### config.mk
export PLATFORM = sky130hd
export DESIGN_NAME = vga_sinc_gen
export DESIGN_NICKNAME = d
export VERILOG_FILES = /design/src/rtl/vga_timing_pkg.sv /design/src/rtl/cnt_mod.sv /design/src/rtl/vga_sinc_gen.sv
export SDC_FILE = /design/constraint.sdc
export NUM_CORES = 1
export LEC_CHECK = 0
export ABC_CLOCK_PERIOD_IN_PS = 2400
export BUFFER_PORTS_ARGS = -buffer_cell sky130_fd_sc_hd__buf_2
export CAP_MARGIN = 20
export CORE_ASPECT_RATIO = 1.25
export CORE_MARGIN = 2
export CORE_UTILIZATION = 40
export CTS_CLUSTER_SIZE = 25
export DETAILED_ROUTE_END_ITERATION = 8
export RECOVER_POWER = 25
export SLEW_MARGIN = 20
export SYNTH_ARGS = -nofsm -noshare
export SYNTH_HDL_FRONTEND = slang
export SYNTH_SLANG_ARGS = --single-unit
### constraint.sdc
create_clock -name clk -period 2.4 [get_ports clk]
set_clock_uncertainty 0.05 [all_clocks]
set_input_delay 0.24 -clock clk [delete_from_list [all_inputs] [get_ports clk]]
set_output_delay 0.24 -clock clk [all_outputs]
set_load 0.05 [all_outputs]
### src/rtl/vga_timing_pkg.sv
// rtl/vga_timing_pkg.sv - 640x480@60 timing defaults, coordinate width and window helpers
package vga_timing_pkg;

  localparam int COORD_W = 11;

  localparam int H_VIS_D  = 640;
  localparam int H_FP_D   = 16;
  localparam int H_SYNC_D = 96;
  localparam int H_BP_D   = 48;
  localparam int V_VIS_D  = 480;
  localparam int V_FP_D   = 10;
  localparam int V_SYNC_D = 2;
  localparam int V_BP_D   = 33;

  function automatic int total(input int vis, input int fp, input int sync, input int bp);
    return vis + fp + sync + bp;
  endfunction

  function automatic int sync_start(input int vis, input int fp);
    return vis + fp;
  endfunction

  function automatic int sync_end(input int vis, input int fp, input int sync);
    return vis + fp + sync - 1;
  endfunction

  function automatic logic in_win(input logic [COORD_W-1:0] c,
                                  input logic [COORD_W-1:0] lo,
                                  input logic [COORD_W-1:0] hi);
    return (c >= lo) && (c <= hi);
  endfunction

endpackage

### src/rtl/cnt_mod.sv
// rtl/cnt_mod.sv - modulo counter with enable, synchronous load and wrap strobe
module cnt_mod #(
  parameter int           W    = 11,
  parameter logic [W-1:0] LAST = '1,
  parameter logic [W-1:0] LOAD = '0
) (
  input  logic         clk,
  input  logic         rst,
  input  logic         en,
  output logic [W-1:0] nxt,
  output logic         wrap
);

  logic [W-1:0] cnt;

  // nxt is the value cnt takes on this edge; the top registers its outputs from it
  always_comb begin
    wrap = en && (cnt == LAST);
    nxt  = cnt;
    if (en) begin
      nxt = (cnt == LAST) ? '0 : cnt + W'(1);
    end
  end

  always_ff @(posedge clk) begin
    if (rst) begin
      cnt <= LOAD;
    end else begin
      cnt <= nxt;
    end
  end

endmodule

### src/rtl/vga_sinc_gen.sv
// rtl/vga_sinc_gen.sv - VGA sync, position and line/frame strobe generator
module vga_sinc_gen
  import vga_timing_pkg::*;
#(
  parameter int H_VIS    = H_VIS_D,
  parameter int H_FP     = H_FP_D,
  parameter int H_SYNC   = H_SYNC_D,
  parameter int H_BP     = H_BP_D,
  parameter int V_VIS    = V_VIS_D,
  parameter int V_FP     = V_FP_D,
  parameter int V_SYNC   = V_SYNC_D,
  parameter int V_BP     = V_BP_D,
  parameter bit SYNC_POL = 1'b0
) (
  input  logic               clk,
  input  logic               rst,
  input  logic               pix_en,
  output logic               h_sinc,
  output logic               v_sinc,
  output logic               video_on,
  output logic [COORD_W-1:0] pos_x,
  output logic [COORD_W-1:0] pos_y,
  output logic               line_start,
  output logic               frame_start
);

  localparam int H_TOTAL = total(H_VIS, H_FP, H_SYNC, H_BP);
  localparam int V_TOTAL = total(V_VIS, V_FP, V_SYNC, V_BP);

  localparam logic [COORD_W-1:0] H_LAST = COORD_W'(H_TOTAL - 1);
  localparam logic [COORD_W-1:0] V_LAST = COORD_W'(V_TOTAL - 1);
  localparam logic [COORD_W-1:0] H_VIS_C = COORD_W'(H_VIS);
  localparam logic [COORD_W-1:0] V_VIS_C = COORD_W'(V_VIS);
  localparam logic [COORD_W-1:0] H_SS = COORD_W'(sync_start(H_VIS, H_FP));
  localparam logic [COORD_W-1:0] H_SE = COORD_W'(sync_end(H_VIS, H_FP, H_SYNC));
  localparam logic [COORD_W-1:0] V_SS = COORD_W'(sync_start(V_VIS, V_FP));
  localparam logic [COORD_W-1:0] V_SE = COORD_W'(sync_end(V_VIS, V_FP, V_SYNC));

  logic [COORD_W-1:0] h_nxt;
  logic [COORD_W-1:0] v_nxt;
  logic               h_wrap;
  logic               v_wrap;

  // Counters park on the last position so the first pixel tick lands on (0,0)
  cnt_mod #(
    .W    (COORD_W),
    .LAST (H_LAST),
    .LOAD (H_LAST)
  ) u_h_cnt (
    .clk  (clk),
    .rst  (rst),
    .en   (pix_en),
    .nxt  (h_nxt),
    .wrap (h_wrap)
  );

  cnt_mod #(
    .W    (COORD_W),
    .LAST (V_LAST),
    .LOAD (V_LAST)
  ) u_v_cnt (
    .clk  (clk),
    .rst  (rst),
    .en   (h_wrap),
    .nxt  (v_nxt),
    .wrap (v_wrap)
  );

  always_ff @(posedge clk) begin
    if (rst) begin
      pos_x       <= '0;
      pos_y       <= '0;
      video_on    <= 1'b0;
      h_sinc      <= ~SYNC_POL;
      v_sinc      <= ~SYNC_POL;
      line_start  <= 1'b0;
      frame_start <= 1'b0;
    end else begin
      // wraps are gated by pix_en, so the strobes drop on the following clk
      line_start  <= h_wrap;
      frame_start <= v_wrap;
      if (pix_en) begin
        pos_x    <= h_nxt;
        pos_y    <= v_nxt;
        video_on <= (h_nxt < H_VIS_C) && (v_nxt < V_VIS_C);
        h_sinc   <= in_win(h_nxt, H_SS, H_SE) ? SYNC_POL : ~SYNC_POL;
        v_sinc   <= in_win(v_nxt, V_SS, V_SE) ? SYNC_POL : ~SYNC_POL;
      end
    end
  end

endmodule

# Word-level counts from Yosys, hierarchy flattened
# Cells that the tools add are included.
# W data, S select, Z words.
word_totals:
  ff_bits: 49
  inputBits: 3
  word_cells: 30
op_classes:
  n_addsub: 2
  magnitude_cmp: 6
  eq_ne: 2
  n_mux: 6
  n_reduce_logical: 5
op_table:
  columns: ["op", "count"]
  rows:
  - ["$mux W11", 4]
  - ["$add A11 B1 Y11 const B", 2]
  - ["$eq A11 B10 Y1 const B", 2]
  - ["$ge A11 B10 Y1 const B", 1]
  - ["$ge A11 B9 Y1 const B", 1]
  - ["$le A11 B10 Y1 const B", 1]
  - ["$le A11 B9 Y1 const B", 1]
  - ["$lt A11 B10 Y1 const B", 1]
  - ["$lt A11 B9 Y1 const B", 1]
  - ["$logic_and A1 B1 Y1", 5]
  - ["$mux W1", 2]

# Longest topological paths before layout
depth:
  ltp_word: 6
  mapped_depth: 9

# Hierarchy
# A second synthesis with hierarchy kept.
unflattened:
  cells_unflattened: 253
  hier_area_um2: 2379.8
modules_own_cells:
  columns: ["module", "instances", "cells_per_inst", "area_each_um2", "seq_area_each_um2"]
  rows:
  - ["vga_sinc_gen", 1, 96, 1034.7, 540.5]
  - ["cnt_mod (u_h_cnt)", 1, 79, 689.4, 220.2]
  - ["cnt_mod (u_v_cnt)", 1, 78, 655.6, 220.2]

# Worst setup path after synthesis
# OpenSTA, ideal clock, no wires.
synth_path:
  kind: "register to register"
  startpoint: "reg u_h_cnt.cnt[6]"
  endpoint: "reg v_sinc"
  arrival_ps: 2208
  slack_ps: 18
  stages_incl_launch_ff: 9
  n_path_buf: 2
  period_less_slack_ps: 2382
  path_cell_list: "dfxtp_1 > buf_6 > or4b_4 > or4_4 > buf_6 > a211oi_2 > o22ai_1 > nor4_1 > a21oi_1"
synth_between:
  elab_chain_len: 6
synth_rtl:
  columns: ["element", "line", "text"]
  rows:
  - ["start, declared", "cnt_mod.sv:14", "logic [W-1:0] cnt;"]
  - ["start signal, assigned", "cnt_mod.sv:29", "cnt <= nxt;"]
  - ["$eq A11 B10 Y1 *", "cnt_mod.sv:18", "wrap = en && (cnt == LAST);"]
  - ["$logic_and A1 B1 Y1 *", "cnt_mod.sv:18", null]
  - ["$mux W11 *", "cnt_mod.sv:20", "if (en) begin"]
  - ["$ge A11 B9 Y1 or $le A11 B9 Y1 (tied branches)", "vga_timing_pkg.sv:30", "return (c >= lo) && (c <= hi);"]
  - ["$logic_and A1 B1 Y1 *", "vga_timing_pkg.sv:30", null]
  - ["$mux W1 *", "vga_sinc_gen.sv:87", "v_sinc <= in_win(v_nxt, V_SS, V_SE) ? SYNC_POL : ~SYNC_POL;"]
  - ["end signal, assigned", "vga_sinc_gen.sv:75", "v_sinc <= ~SYNC_POL;"]
  - ["end signal, assigned", "vga_sinc_gen.sv:87", null]
  - ["end, declared", "vga_sinc_gen.sv:19", "output logic v_sinc,"]
# Every way passes the cells marked *; elsewhere a longest branch is shown, timed or not.
# A chain may end at the register's enable or synchronous reset.

# Final worst setup path
layout_path:
  startpoint: "reg u_h_cnt.cnt[5]"
  endpoint: "reg video_on"
layout_between:
  elab_chain_len: 5
layout_rtl:
  columns: ["element", "line", "text"]
  rows:
  - ["$add A11 B1 Y11 or $eq A11 B10 Y1 (tied branches)", "cnt_mod.sv:21, cnt_mod.sv:18", null]
  - ["$mux W11 or $logic_and A1 B1 Y1 (tied branches)", "cnt_mod.sv:21, cnt_mod.sv:18", null]
  - ["$mux W11", "cnt_mod.sv:20", null]
  - ["$lt A11 B10 Y1 or $lt A11 B9 Y1 (tied branches)", "vga_sinc_gen.sv:85", "video_on <= (h_nxt < H_VIS_C) && (v_nxt < V_VIS_C);"]
  - ["$logic_and A1 B1 Y1 *", "vga_sinc_gen.sv:85", null]
  - ["end signal, assigned", "vga_sinc_gen.sv:85", null]
  - ["end, declared", "vga_sinc_gen.sv:20", "output logic video_on,"]
# Marked as above.

==> flow_summary.yaml <==
status:
  status: "completed"
synth:
  synthDistinctLibCells: 50
  syn_nets: 289
  ys_seq_area_share_pct: 40.6
  synth-warning-count: 0
  ys_ff_latch: 49
  synthCells: 283
  synth_edf_count: 0
  synth-async-reset-ratio_pct: 0
  synthesis.area_um2: 2410
  synth_ff_type: "dfxtp_1"
  avgSynthCellArea_um2: 8.53
sta:
  worst_slew_pin_slew_ns: 0.595
  rsz0062_at_grt: "false"
  drv_slew: 0
  hold_ws_ns: 0.319
  setup_viol: 0
  fin_setup_tns_ns: 0
  hold_violations: 0
  period_share_pct: 96.7
  fmax_mhz: 431
  fin_crit_ns: 2.32
  maxSlewHeadroom_pct: 60.5
finish:
  n_antenna_cell: 0
  finalNetCount: 331
  stdcell_count: 392
  syn2layout_area_growth_pct: 18.4
  final_common_cell: "dfxtp_1"
  drive_gt1_share_pct: 19.3
  layout_common_cells: "dfxtp_1 (49), nor2_1 (35), buf_4 (30)"
  nFillCells: 604
route:
  drc_errors: 0
  wl_per_cell_um: 14.2
  drt_iter0_markers: 166
  top_layer_used: "met4"
  first_pass_iters: 4
  num_vias: 2142
  met1Wirelength_um: 2340
  drtAntennaViolNets: 0
  wl_um: 5580
  dr_wl_met3_um: 144
  route.met2.wl_um: 3020
  via_per_inst: 5.46
pwr:
  finalPower_mw: 2.49
  power_frac_clock_pct: 21.1
  pwr-share-seq_pct: 39.4
  ir_drop_mv: 0.399
  power_density_nw_per_um2: 871
  switching_share_pct: 37.0
  internal_power_mw: 1.57
  combPwrFrac_pct: 39.4
  p_leak_nw: 1.11
  netSwitchingPower_mw: 0.920
setup_path:
  max_stage_delay_ns: 0.57
  worstReg2RegEnd: "video_on"
  crit_type: "reg2reg"
  reg2reg_from: "u_h_cnt.cnt[5]"
  cp-end-kind: "flip-flop"
  path_buf_inv: 1
  worstPathRequired_ns: 2.60
  crit_slowest_cell: "or4_4"
  worstSetupStartpointType: "flip-flop"
  ff2ff_setup_slack_ns: 0.08
  worstPathArrival_ns: 2.52
  critPathMaxFanout: 6
  crit_family: "simple AND/OR/NAND/NOR gates"
  path_cells: "or4b_4, or4_4, buf_4, nand2_1, and3_1, and4b_1, a32o_1"
  rr_worst_depth: 7
place:
  globalplace.congestion: 0.815
  place_hpwl_um: 4060
  place_inst: 380
  io_buffers: 29
worst_hold_path:
  hp-start: "pix_en"
  min_path_cells: 4
  holdCritPathClass: "in2reg"
  worstHoldEndpoint: "u_h_cnt.cnt[4]"
floorplanning:
  core_region_area_um2: 5820
  die_h_um: 90.8
  row_count: 31
  die_w_um: 73.5
  initial_core_util_pct: 41.5
  ioPinCount: 30
  die_area_um2: 6670
cts:
  ctsHtreeMaxLevel: 2
  cts_sinks: 49
  cts_buffers: 5
  clk_path_buf_depth: 2
  cts-root-buf: "clkbuf_8"
  cts_tree: "done"
  cts.clk_slew.worst_paths_ns: 0.09
  clock_latency_ns: 0.30
global_route:
  antenna_found_initial: 0
  grt_pass1_wl_um: 9380
  grt_pass1_vias: 2064
  grt_usage_pct: 17.6
  grt_max_degree: 50
  overflow: 0
flow_run:
  drv_cap: 0
sequential cells by signal (all words and copies together) (netlist names):
| name | cells |
|---|---|
| pos_y | 11 |
| frame_start | 1 |
| video_on | 1 |
| u_h_cnt.cnt | 11 |
| line_start | 1 |
| pos_x | 11 |
| u_v_cnt.cnt | 11 |
| v_sinc | 1 |
| h_sinc | 1 |
power by group through the flow:
stage	clock (mW)	sequential [mW]	combinational [mW]
finish	0.526	0.981	0.982
global placement	0	0.997	0.956
global route	0.573	0.994	1.08
detailed placement	0	0.998	0.965
CTS	0.548	0.980	0.969
floorplan	0	1.14	0.528
worst reg2reg max path, cell delays in order, from the launching register on:
cell and delay (ns):
dfxtp_1 0.32, or4b_4 0.55, or4_4 0.57, buf_4 0.18, nand2_1 0.05, and3_1 0.18, and4b_1 0.22, a32o_1 0.16
cell families (layout without fill, tap and decap cells):
family | after synthesis | count (layout) | synth area share, %
adder cells (fa/ha/maj) | 3 | 3 | 1.56
AO/OA/AOI/OAI | 58 | 58 | 16.7
buffers and inverters | 31 | 74 | 5.55
flip-flops | 49 | 49 | 40.6
AND/OR/NAND/NOR | 120 | 120 | 27.2
XOR/XNOR | 16 | 16 | 5.81
multiplexers | 6 | 6 | 2.54
cell type report:
cell class | instances | area [µm²] | share of cell area, %
inverters | 7 | 26.3 | 0.919
multi-input cells | 203 | 1320 | 46.1
repair buffers | 59 | 348 | 12.2
flip-flops and latches | 49 | 981 | 34.3
clock inverters | 1 | 5.00 | 0.175
clock buffers | 7 | 96.3 | 3.37
well taps | 66 | 82.6 | 2.89
metal layers:
metal,vias to the layer above,GRT usage [%]
met1,986,19.6
met3,9,3.46
met4,0,6.06
li1,1104,-
met2,43,32.2
met5,-,0
synth_stat cells, drive strengths merged, types with 6 or more instances:
library cell	n	area (µm²)
a211oi	18	150
a21oi	13	65.1
a31oi	6	37.5
and3	6	37.5
clkbuf	20	76.3
dfxtp	49	981
inv	7	26.3
nand2	16	60.1
nand2b	9	56.3
nand3	13	65.1
nor2	35	131
nor3	12	70.1
o21ai	6	30.0
xnor2	11	96.3
how the worst max path moves through the flow:
stage | startpoint | to | slack, ns | depth (start not counted)
after detailed placement | u_h_cnt.cnt[5] | v_sinc | 0.05 | 6
after floorplan | u_h_cnt.cnt[6] | v_sinc | 0.02 | 8
after global placement | u_h_cnt.cnt[5] | v_sinc | 0.10 | 6
final | u_h_cnt.cnt[5] | video_on | 0.08 | 7
after CTS | u_h_cnt.cnt[5] | v_sinc | 0.03 | 6
after global routing | u_h_cnt.cnt[5] | v_sinc | 0.0002 | 6
per-stage QoR:
| stage | util [%] | area, µm² | worst slack [ns] |
|---|---|---|---|
| finish | 49.1 | 2860 | 0.0785 |
| global route | 49.1 | 2860 | 0.000179 |
| CTS | 48.6 | 2830 | 0.0323 |
| global placement | 46.9 | 2730 | 0.102 |
| detailed placement | 46.9 | 2730 | 0.0532 |
| floorplan | - | 2410 | 0.0185 |
what timing repair did:
action	CTS	global route
gates resized for setup	0	4
hold buffers	0	0
buffers inserted	0	4
setup endpoints to repair	0	7
Power figures use the tool's default switching activity.
